<file path="config.mk">
export PLATFORM = sky130hd
export DESIGN_NAME = vx_execute_splitter_flat
export DESIGN_NICKNAME = d
export VERILOG_FILES = /design/src/rtl/vx_execute_splitter_if.sv /design/src/rtl/vx_execute_splitter.sv /design/src/flat_wrapper.sv
export SDC_FILE = /design/constraint.sdc
export NUM_CORES = 2
export LEC_CHECK = 0
export ABC_AREA = 0
export BUFFER_PORTS_ARGS = -buffer_cell sky130_fd_sc_hd__buf_4
export CAP_MARGIN = 0
export CORE_AREA = 5 5 516 518
export CTS_BUF_LIST = sky130_fd_sc_hd__clkbuf_16
export CTS_CLUSTER_SIZE = 16
export DETAILED_ROUTE_END_ITERATION = 10
export DIE_AREA = 0 0 521 523
export SLEW_MARGIN = 20
export SYNTH_ARGS = -nofsm -noshare
export SYNTH_HDL_FRONTEND = slang
export SYNTH_SLANG_ARGS = --single-unit
</file>
<file path="constraint.sdc">
create_clock -name clk -period 2.5 [get_ports clk]
set_input_delay 0.75 -clock clk [delete_from_list [all_inputs] [get_ports clk]]
set_output_delay 0.75 -clock clk [all_outputs]
set_load 0.02 [all_outputs]
</file>
<file path="src/rtl/vx_execute_splitter_if.sv">
// rtl/vx_execute_splitter_if.sv - dispatch-side warp request and execute-side packet bundle.
// Build-time widths fall back to the defaults below when the surrounding build does not supply them.
`ifndef NUM_THREADS
`define NUM_THREADS 8
`endif
`ifndef XLEN
`define XLEN 32
`endif
`ifndef UUID_WIDTH
`define UUID_WIDTH 16
`endif
`ifndef NW_WIDTH
`define NW_WIDTH 2
`endif
`ifndef PC_BITS
`define PC_BITS 32
`endif
`ifndef INST_ALU_BITS
`define INST_ALU_BITS 4
`endif
`ifndef OP_ARGS_BITS
`define OP_ARGS_BITS 8
`endif
`ifndef NR_BITS
`define NR_BITS 6
`endif
`ifndef LOG2UP
`define LOG2UP(x) (((x) > 1) ? $clog2(x) : 1)
`endif

interface vx_execute_splitter_if #(
   parameter int NUM_LANES  = 4,
   parameter int PID_WIDTH  = `LOG2UP(`NUM_THREADS / NUM_LANES),
   parameter int INFL_WIS_W = 4
);
   localparam int NT_WIDTH = `LOG2UP(`NUM_THREADS);
   // out_data, MSB first: uuid, wid, tmask, PC, op_type, op_args, wb, rd, infl_id,
   // rs1, rs2, rs3 (lane 0 lowest), tid, pid, sop, eop
   localparam int DATA_W = `UUID_WIDTH + `NW_WIDTH + NUM_LANES + `PC_BITS + `INST_ALU_BITS
                         + `OP_ARGS_BITS + 1 + `NR_BITS + INFL_WIS_W + 3 * NUM_LANES * `XLEN
                         + NT_WIDTH + PID_WIDTH + 2;

   logic                             in_valid;
   logic                             in_ready;
   logic [`UUID_WIDTH-1:0]           in_uuid;
   logic [`NW_WIDTH-1:0]             in_wid;
   logic [`NUM_THREADS-1:0]          in_tmask;
   logic [`PC_BITS-1:0]              in_PC;
   logic [`INST_ALU_BITS-1:0]        in_op_type;
   logic [`OP_ARGS_BITS-1:0]         in_op_args;
   logic                             in_wb;
   logic [`NR_BITS-1:0]              in_rd;
   logic [INFL_WIS_W-1:0]            in_infl_id;
   logic [`NUM_THREADS*`XLEN-1:0]    in_rs1_data;
   logic [`NUM_THREADS*`XLEN-1:0]    in_rs2_data;
   logic [`NUM_THREADS*`XLEN-1:0]    in_rs3_data;
   logic                             out_valid;
   logic [DATA_W-1:0]                out_data;
   logic                             out_ready;

   modport master (
      input  in_valid, in_uuid, in_wid, in_tmask, in_PC, in_op_type, in_op_args,
             in_wb, in_rd, in_infl_id, in_rs1_data, in_rs2_data, in_rs3_data,
      output in_ready,
      output out_valid, out_data,
      input  out_ready
   );

   modport slave (
      output in_valid, in_uuid, in_wid, in_tmask, in_PC, in_op_type, in_op_args,
             in_wb, in_rd, in_infl_id, in_rs1_data, in_rs2_data, in_rs3_data,
      input  in_ready,
      input  out_valid, out_data,
      output out_ready
   );
endinterface

</file>
<file path="src/rtl/vx_execute_splitter.sv">
// rtl/vx_execute_splitter.sv - splits one full-warp operand packet into NUM_LANES-wide execute packets.
// Define VX_EXEC_SKIP_EMPTY_EN to drop lane groups whose thread mask slice is empty.
module vx_execute_splitter #(
   parameter int NUM_LANES  = 4,
   parameter int PID_WIDTH  = `LOG2UP(`NUM_THREADS / NUM_LANES),
   parameter int INFL_WIS_W = 4
) (
   input logic                  clk,
   input logic                  reset,
   vx_execute_splitter_if.master exe_if
);
   localparam int BATCHES  = `NUM_THREADS / NUM_LANES;
   localparam int NT_WIDTH = `LOG2UP(`NUM_THREADS);
   localparam int LANE_DW  = NUM_LANES * `XLEN;

   typedef enum logic {IDLE, SEND} state_t;

   state_t                        state, state_n;
   logic [PID_WIDTH-1:0]          pid, pid_n, first_pid, next_pid;
   logic                          sop, sop_n;
   logic                          eop, load, busy, in_fire, out_fire;
   logic [NT_WIDTH-1:0]           tid_in;

   logic [`UUID_WIDTH-1:0]        uuid_r;
   logic [`NW_WIDTH-1:0]          wid_r;
   logic [`NUM_THREADS-1:0]       tmask_r;
   logic [`PC_BITS-1:0]           pc_r;
   logic [`INST_ALU_BITS-1:0]     op_type_r;
   logic [`OP_ARGS_BITS-1:0]      op_args_r;
   logic                          wb_r;
   logic [`NR_BITS-1:0]           rd_r;
   logic [INFL_WIS_W-1:0]         infl_r;
   logic [`NUM_THREADS*`XLEN-1:0] rs1_r, rs2_r, rs3_r;
   logic [NT_WIDTH-1:0]           tid_r;

   assign busy     = (state == SEND);
   assign exe_if.in_ready  = !busy || (busy && exe_if.out_ready && eop);
   assign in_fire  = exe_if.in_valid && exe_if.in_ready;
   assign out_fire = busy && exe_if.out_ready;

   always_comb begin
      tid_in = '0;
      for (int i = `NUM_THREADS - 1; i >= 0; i--) begin
         if (exe_if.in_tmask[i]) tid_in = NT_WIDTH'(i);
      end
   end

   // first_pid: group loaded on capture; next_pid/eop: successor of the packet on the bus
   always_comb begin
      first_pid = '0;
      next_pid  = pid;
      eop       = 1'b1;
`ifdef VX_EXEC_SKIP_EMPTY_EN
      for (int k = BATCHES - 1; k >= 0; k--) begin
         if (|exe_if.in_tmask[k*NUM_LANES +: NUM_LANES]) first_pid = PID_WIDTH'(k);
      end
      for (int k = BATCHES - 1; k >= 0; k--) begin
         if (k > int'(pid) && (|tmask_r[k*NUM_LANES +: NUM_LANES])) begin
            next_pid = PID_WIDTH'(k);
            eop      = 1'b0;
         end
      end
`else
      next_pid = pid + 1'b1;
      eop      = (int'(pid) == BATCHES - 1);
`endif
   end

   always_comb begin
      state_n = state;
      pid_n   = pid;
      sop_n   = sop;
      load    = 1'b0;
      if (in_fire) begin
         state_n = SEND;
         pid_n   = first_pid;
         sop_n   = 1'b1;
         load    = 1'b1;
      end else if (out_fire) begin
         if (eop) begin
            state_n = IDLE;
         end else begin
            pid_n = next_pid;
            sop_n = 1'b0;
         end
      end
   end

   always_ff @(posedge clk) begin
      if (reset) begin
         state <= IDLE;
         pid   <= '0;
         sop   <= 1'b0;
      end else begin
         state <= state_n;
         pid   <= pid_n;
         sop   <= sop_n;
      end
   end

   always_ff @(posedge clk) begin
      if (reset) begin
         uuid_r    <= '0;
         wid_r     <= '0;
         tmask_r   <= '0;
         pc_r      <= '0;
         op_type_r <= '0;
         op_args_r <= '0;
         wb_r      <= 1'b0;
         rd_r      <= '0;
         infl_r    <= '0;
         rs1_r     <= '0;
         rs2_r     <= '0;
         rs3_r     <= '0;
         tid_r     <= '0;
      end else if (load) begin
         uuid_r    <= exe_if.in_uuid;
         wid_r     <= exe_if.in_wid;
         tmask_r   <= exe_if.in_tmask;
         pc_r      <= exe_if.in_PC;
         op_type_r <= exe_if.in_op_type;
         op_args_r <= exe_if.in_op_args;
         wb_r      <= exe_if.in_wb;
         rd_r      <= exe_if.in_rd;
         infl_r    <= exe_if.in_infl_id;
         rs1_r     <= exe_if.in_rs1_data;
         rs2_r     <= exe_if.in_rs2_data;
         rs3_r     <= exe_if.in_rs3_data;
         tid_r     <= tid_in;
      end
   end

   // Packet fields are slices of registered state only; eop is masked so idle output reads as zero
   assign exe_if.out_valid = busy;
   assign exe_if.out_data  = {uuid_r, wid_r,
                              tmask_r[int'(pid)*NUM_LANES +: NUM_LANES],
                              pc_r, op_type_r, op_args_r, wb_r, rd_r, infl_r,
                              rs1_r[int'(pid)*LANE_DW +: LANE_DW],
                              rs2_r[int'(pid)*LANE_DW +: LANE_DW],
                              rs3_r[int'(pid)*LANE_DW +: LANE_DW],
                              tid_r, pid, sop, eop & busy};
endmodule
</file>
<file path="src/flat_wrapper.sv">
// flat-port wrapper written by rule: the top's interface ports become plain ports
module vx_execute_splitter_flat 
#(
   parameter int NUM_LANES  = 4,
   parameter int PID_WIDTH  = `LOG2UP(`NUM_THREADS / NUM_LANES),
   parameter int INFL_WIS_W = 4
)
  (clk, reset, exe_if_in_valid, exe_if_in_uuid, exe_if_in_wid, exe_if_in_tmask, exe_if_in_PC, exe_if_in_op_type, exe_if_in_op_args, exe_if_in_wb, exe_if_in_rd, exe_if_in_infl_id, exe_if_in_rs1_data, exe_if_in_rs2_data, exe_if_in_rs3_data, exe_if_in_ready, exe_if_out_valid, exe_if_out_data, exe_if_out_ready);
  vx_execute_splitter_if #(.NUM_LANES(NUM_LANES), .PID_WIDTH(PID_WIDTH), .INFL_WIS_W(INFL_WIS_W)) exe_if_i ();
  input logic clk;
  input logic reset;
  input wire logic [$bits(exe_if_i.in_valid)-1:0] exe_if_in_valid;
  input wire logic [$bits(exe_if_i.in_uuid)-1:0] exe_if_in_uuid;
  input wire logic [$bits(exe_if_i.in_wid)-1:0] exe_if_in_wid;
  input wire logic [$bits(exe_if_i.in_tmask)-1:0] exe_if_in_tmask;
  input wire logic [$bits(exe_if_i.in_PC)-1:0] exe_if_in_PC;
  input wire logic [$bits(exe_if_i.in_op_type)-1:0] exe_if_in_op_type;
  input wire logic [$bits(exe_if_i.in_op_args)-1:0] exe_if_in_op_args;
  input wire logic [$bits(exe_if_i.in_wb)-1:0] exe_if_in_wb;
  input wire logic [$bits(exe_if_i.in_rd)-1:0] exe_if_in_rd;
  input wire logic [$bits(exe_if_i.in_infl_id)-1:0] exe_if_in_infl_id;
  input wire logic [$bits(exe_if_i.in_rs1_data)-1:0] exe_if_in_rs1_data;
  input wire logic [$bits(exe_if_i.in_rs2_data)-1:0] exe_if_in_rs2_data;
  input wire logic [$bits(exe_if_i.in_rs3_data)-1:0] exe_if_in_rs3_data;
  output wire logic [$bits(exe_if_i.in_ready)-1:0] exe_if_in_ready;
  output wire logic [$bits(exe_if_i.out_valid)-1:0] exe_if_out_valid;
  output wire logic [$bits(exe_if_i.out_data)-1:0] exe_if_out_data;
  input wire logic [$bits(exe_if_i.out_ready)-1:0] exe_if_out_ready;
  assign exe_if_i.in_valid = exe_if_in_valid;
  assign exe_if_i.in_uuid = exe_if_in_uuid;
  assign exe_if_i.in_wid = exe_if_in_wid;
  assign exe_if_i.in_tmask = exe_if_in_tmask;
  assign exe_if_i.in_PC = exe_if_in_PC;
  assign exe_if_i.in_op_type = exe_if_in_op_type;
  assign exe_if_i.in_op_args = exe_if_in_op_args;
  assign exe_if_i.in_wb = exe_if_in_wb;
  assign exe_if_i.in_rd = exe_if_in_rd;
  assign exe_if_i.in_infl_id = exe_if_in_infl_id;
  assign exe_if_i.in_rs1_data = exe_if_in_rs1_data;
  assign exe_if_i.in_rs2_data = exe_if_in_rs2_data;
  assign exe_if_i.in_rs3_data = exe_if_in_rs3_data;
  assign exe_if_in_ready = exe_if_i.in_ready;
  assign exe_if_out_valid = exe_if_i.out_valid;
  assign exe_if_out_data = exe_if_i.out_data;
  assign exe_if_i.out_ready = exe_if_out_ready;
  vx_execute_splitter #(.NUM_LANES(NUM_LANES), .PID_WIDTH(PID_WIDTH), .INFL_WIS_W(INFL_WIS_W)) u_core (.clk(clk), .reset(reset), .exe_if(exe_if_i));
endmodule
</file>
==> results.py <==
metrics = {
    "worst_setup_path": {
        "start_kind": "register",
        "critical_path_class": "register to primary output",
        "cp.arrival_ns": 2.25,
        "critical_path_required_ns": 1.75,
        "critical_path.max_fanout": 20,
        "endpoint_kind": "primary output",
    },
    "drt": {
        "vias": 33600,
        "routed_wirelength_um": 213000,
        "ant_nets": 0,
        "via_per_inst": 3.75,
        "wl_per_cell_um": 23.7,
        "first_pass_iters": 5,
        "initialDrtViolationCount": 2197,
        "drc": 0,
    },
    "clock_tree": {
        "cts_buffers": 100,
        "clock_path_buffers": 3,
        "root_buffer": "clkbuf_16",
        "htreeDepth": 3,
        "clock-sinks": 855,
        "cts_tree": "done",
        "hold_buffers": 0,
        "clk_pin_slew_ns": 0.06,
        "clk_latency_ns": 0.74,
    },
    "placed_design": {
        "numPortBuffers": 1321,
        "dpl_cell_area_mm2": 0.0485,
        "hpwl_um": 177000,
        "place_congestion": 0.932,
    },
    "synthesis": {
        "syn-num-nets": 5007,
        "synth_area_leaders": "dfxtp_1 (50%), nand2_1 (19%), mux2_2 (13%)",
        "synth_top_area_share_pct": 50.3,
        "yosys-top-cells-count": "nand2_1 (1702), dfxtp_1 (855), a21oi_1 (854)",
        "yosys.area.top_type": "dfxtp_1",
        "syn_avg_cell_area_um2": 8.19,
        "yosysMostFrequentCell": "nand2_1",
        "synth_edf_count": 0,
        "netlist_instances": 4154,
        "yosysWarnings": 0,
        "ys_seq_elements": 855,
        "async_flop_share_pct": 0,
        "yosys.cell_types.count": 24,
        "syn-cell-area_mm2": 0.0340,
        "synthFlopType": "dfxtp_1",
        "yosysSeqAreaShare_pct": 50.3,
    },
    "sta": {
        "worst_pin_slew_ns": 0.635,
        "fmax_ghz": 0.333,
        "skew_ns": 0.0323,
        "fin_ws_ns": -0.499,
        "rsz0062_at_grt": "yes",
        "maxSlewViolCount": 0,
        "hold_slack_ns": 0.257,
        "setup_viol_count_final": 391,
        "period_share_pct": 120,
        "max_slew_margin_pct": 57.7,
        "period_minus_slack_ns": 3.00,
        "tns_ns": -149.70,
        "finalHoldViolCount": 0,
    },
    "global_routing": {
        "grt_max_degree": 67,
        "track_usage_pct": 14.7,
        "gr-total-overflow": 0,
        "antenna_found_initial": 96,
        "grt_pass1_vias": 32300,
        "grt_pass1_wl_um": 276000,
    },
    "floorplan": {
        "fp-row-count": 188,
        "initial_utilization_pct": 13.0,
        "die_w_um": 521,
        "core_mm2": 0.261,
        "die_area_mm2": 0.272,
        "ios": 1322,
        "die_h_um": 523,
    },
    "hold_path": {
        "hp-class": "input port to register",
    },
    "outcome": {
        "status": "finished, violations left",
        "violations": "negative setup slack",
    },
    "cells_and_area": {
        "final_nets": 6291,
        "final_area_mm2": 0.0526,
        "num-fill-cells": 29300,
        "drive_above_1_share_pct": 37.0,
        "final_util_pct": 20.1,
        "area_growth_pct": 54.6,
    },
    "flow_run": {
        "maxCapViolCount": 0,
    },
    "power_and_ir_drop": {
        "powerDensity_mw_per_mm2": 684,
        "ir_drop_mv": 0.496,
        "cellLeakagePower_uw": 0.0219,
    },
}
final timing paths:
kind                           start              endpoint  slack (ns)  cells past startpoint
hold / removal    exe_if_in_tmask[0]       u_core.tid_r[0]        0.26                      2
hold reg to reg    u_core.rs1_r[183]     u_core.rs1_r[183]        0.45                      2
setup / recovery          u_core.eop  exe_if_out_data[379]       -0.50                      5
setup reg to reg          u_core.eop     u_core.rs2_r[245]        0.39                      9
layer usage:
layer / track usage, % / wire [um]
met1: 15.4 / 77000
met2: 23.6 / 95400
met3: 10.6 / 33700
met4: 3.66 / 5820
met5: 0 / 520
state kept, by name, summed over array words and instances (netlist names), 2 cells and up:
signal / flops
u_core.op_type_r: 4
u_core.rs1_r: 256
u_core.wid_r: 2
u_core.rs2_r: 256
u_core.tmask_r: 8
u_core.rd_r: 6
u_core.rs3_r: 256
u_core.infl_r: 4
u_core.uuid_r: 16
u_core.op_args_r: 8
u_core.pc_r: 32
u_core.tid_r: 3
cells in the final DEF (no fill, tap or decap), drive strengths merged:
master,Yosys,routed
clkinvlp,0,2
nor2,8,8
inv,3,41
nand4,1,1
mux2,388,388
nand3b,1,1
bufinv,0,6
a21oi,855,855
nor2b,1,1
o31a,1,1
a21boi,1,1
clkbuf,110,102
xor2,1,1
o41ai,1,1
and2,2,2
diode,0,18
nand3,1,1
clkinv,0,36
buf,221,1512
nand2,1703,1703
dfxtp,855,855
o31ai,1,1
cells by family (layout without fill, tap and decap cells):
family,Yosys count,in the layout,share of synthesized area (%)
DFF,855,855,50.3
muxes,388,388,12.8
buffers and inverters,334,1699,5.12
other,0,18,0
and+or+nand+nor,1717,1717,19.0
xor gates and xnor gates,1,1,0.0257
AOI/OAI and AO/OA,859,859,12.7
report_power, final:
| part | switching, uW | internal [uW] | total (uW) |
|---|---|---|---|
| sequential | 453 | 14400 | 14900 |
| clock | 6390 | 7980 | 14400 |
| combinational | 3780 | 2920 | 6700 |
worst max-delay path: stages, from the launching register on:
cell and delay, ns:
dfxtp_4 0.42, buf_12 0.17, buf_12 0.14, buf_16 0.19, mux2_2 0.39, buf_4 0.17
through the flow:
step / power, uW / worst slack [ns] / std cells
after floorplan: 18000 / 0.398 / 4154
after global placement: 21800 / 0.109 / 8741
after detailed placement: 21800 / 0.110 / 8741
after CTS: 36500 / -0.637 / 8935
after global routing: 37500 / -0.611 / 8950
final: 36000 / -0.499 / 8957
layout make-up:
cell class	count	area, um^2	area share, %
antenna	18	45.0	0.0856
inverter	3	11.3	0.0214
clock inverter	82	611	1.16
sequential	855	17100	32.6
multi-input combinational	2965	15400	29.3
clock buffer	101	2530	4.81
tap	3420	4280	8.14
timing repair buffer	1513	12600	23.9
timing repair:
item	in CTS	in global routing
gates resized for setup	92	85
endpoints found under the setup margin	391	391
setup buffers	8	3
endpoints found under the hold margin	0	0
gates cloned	3	1
pin swaps	0	0
Power figures use the tool's default switching activity.
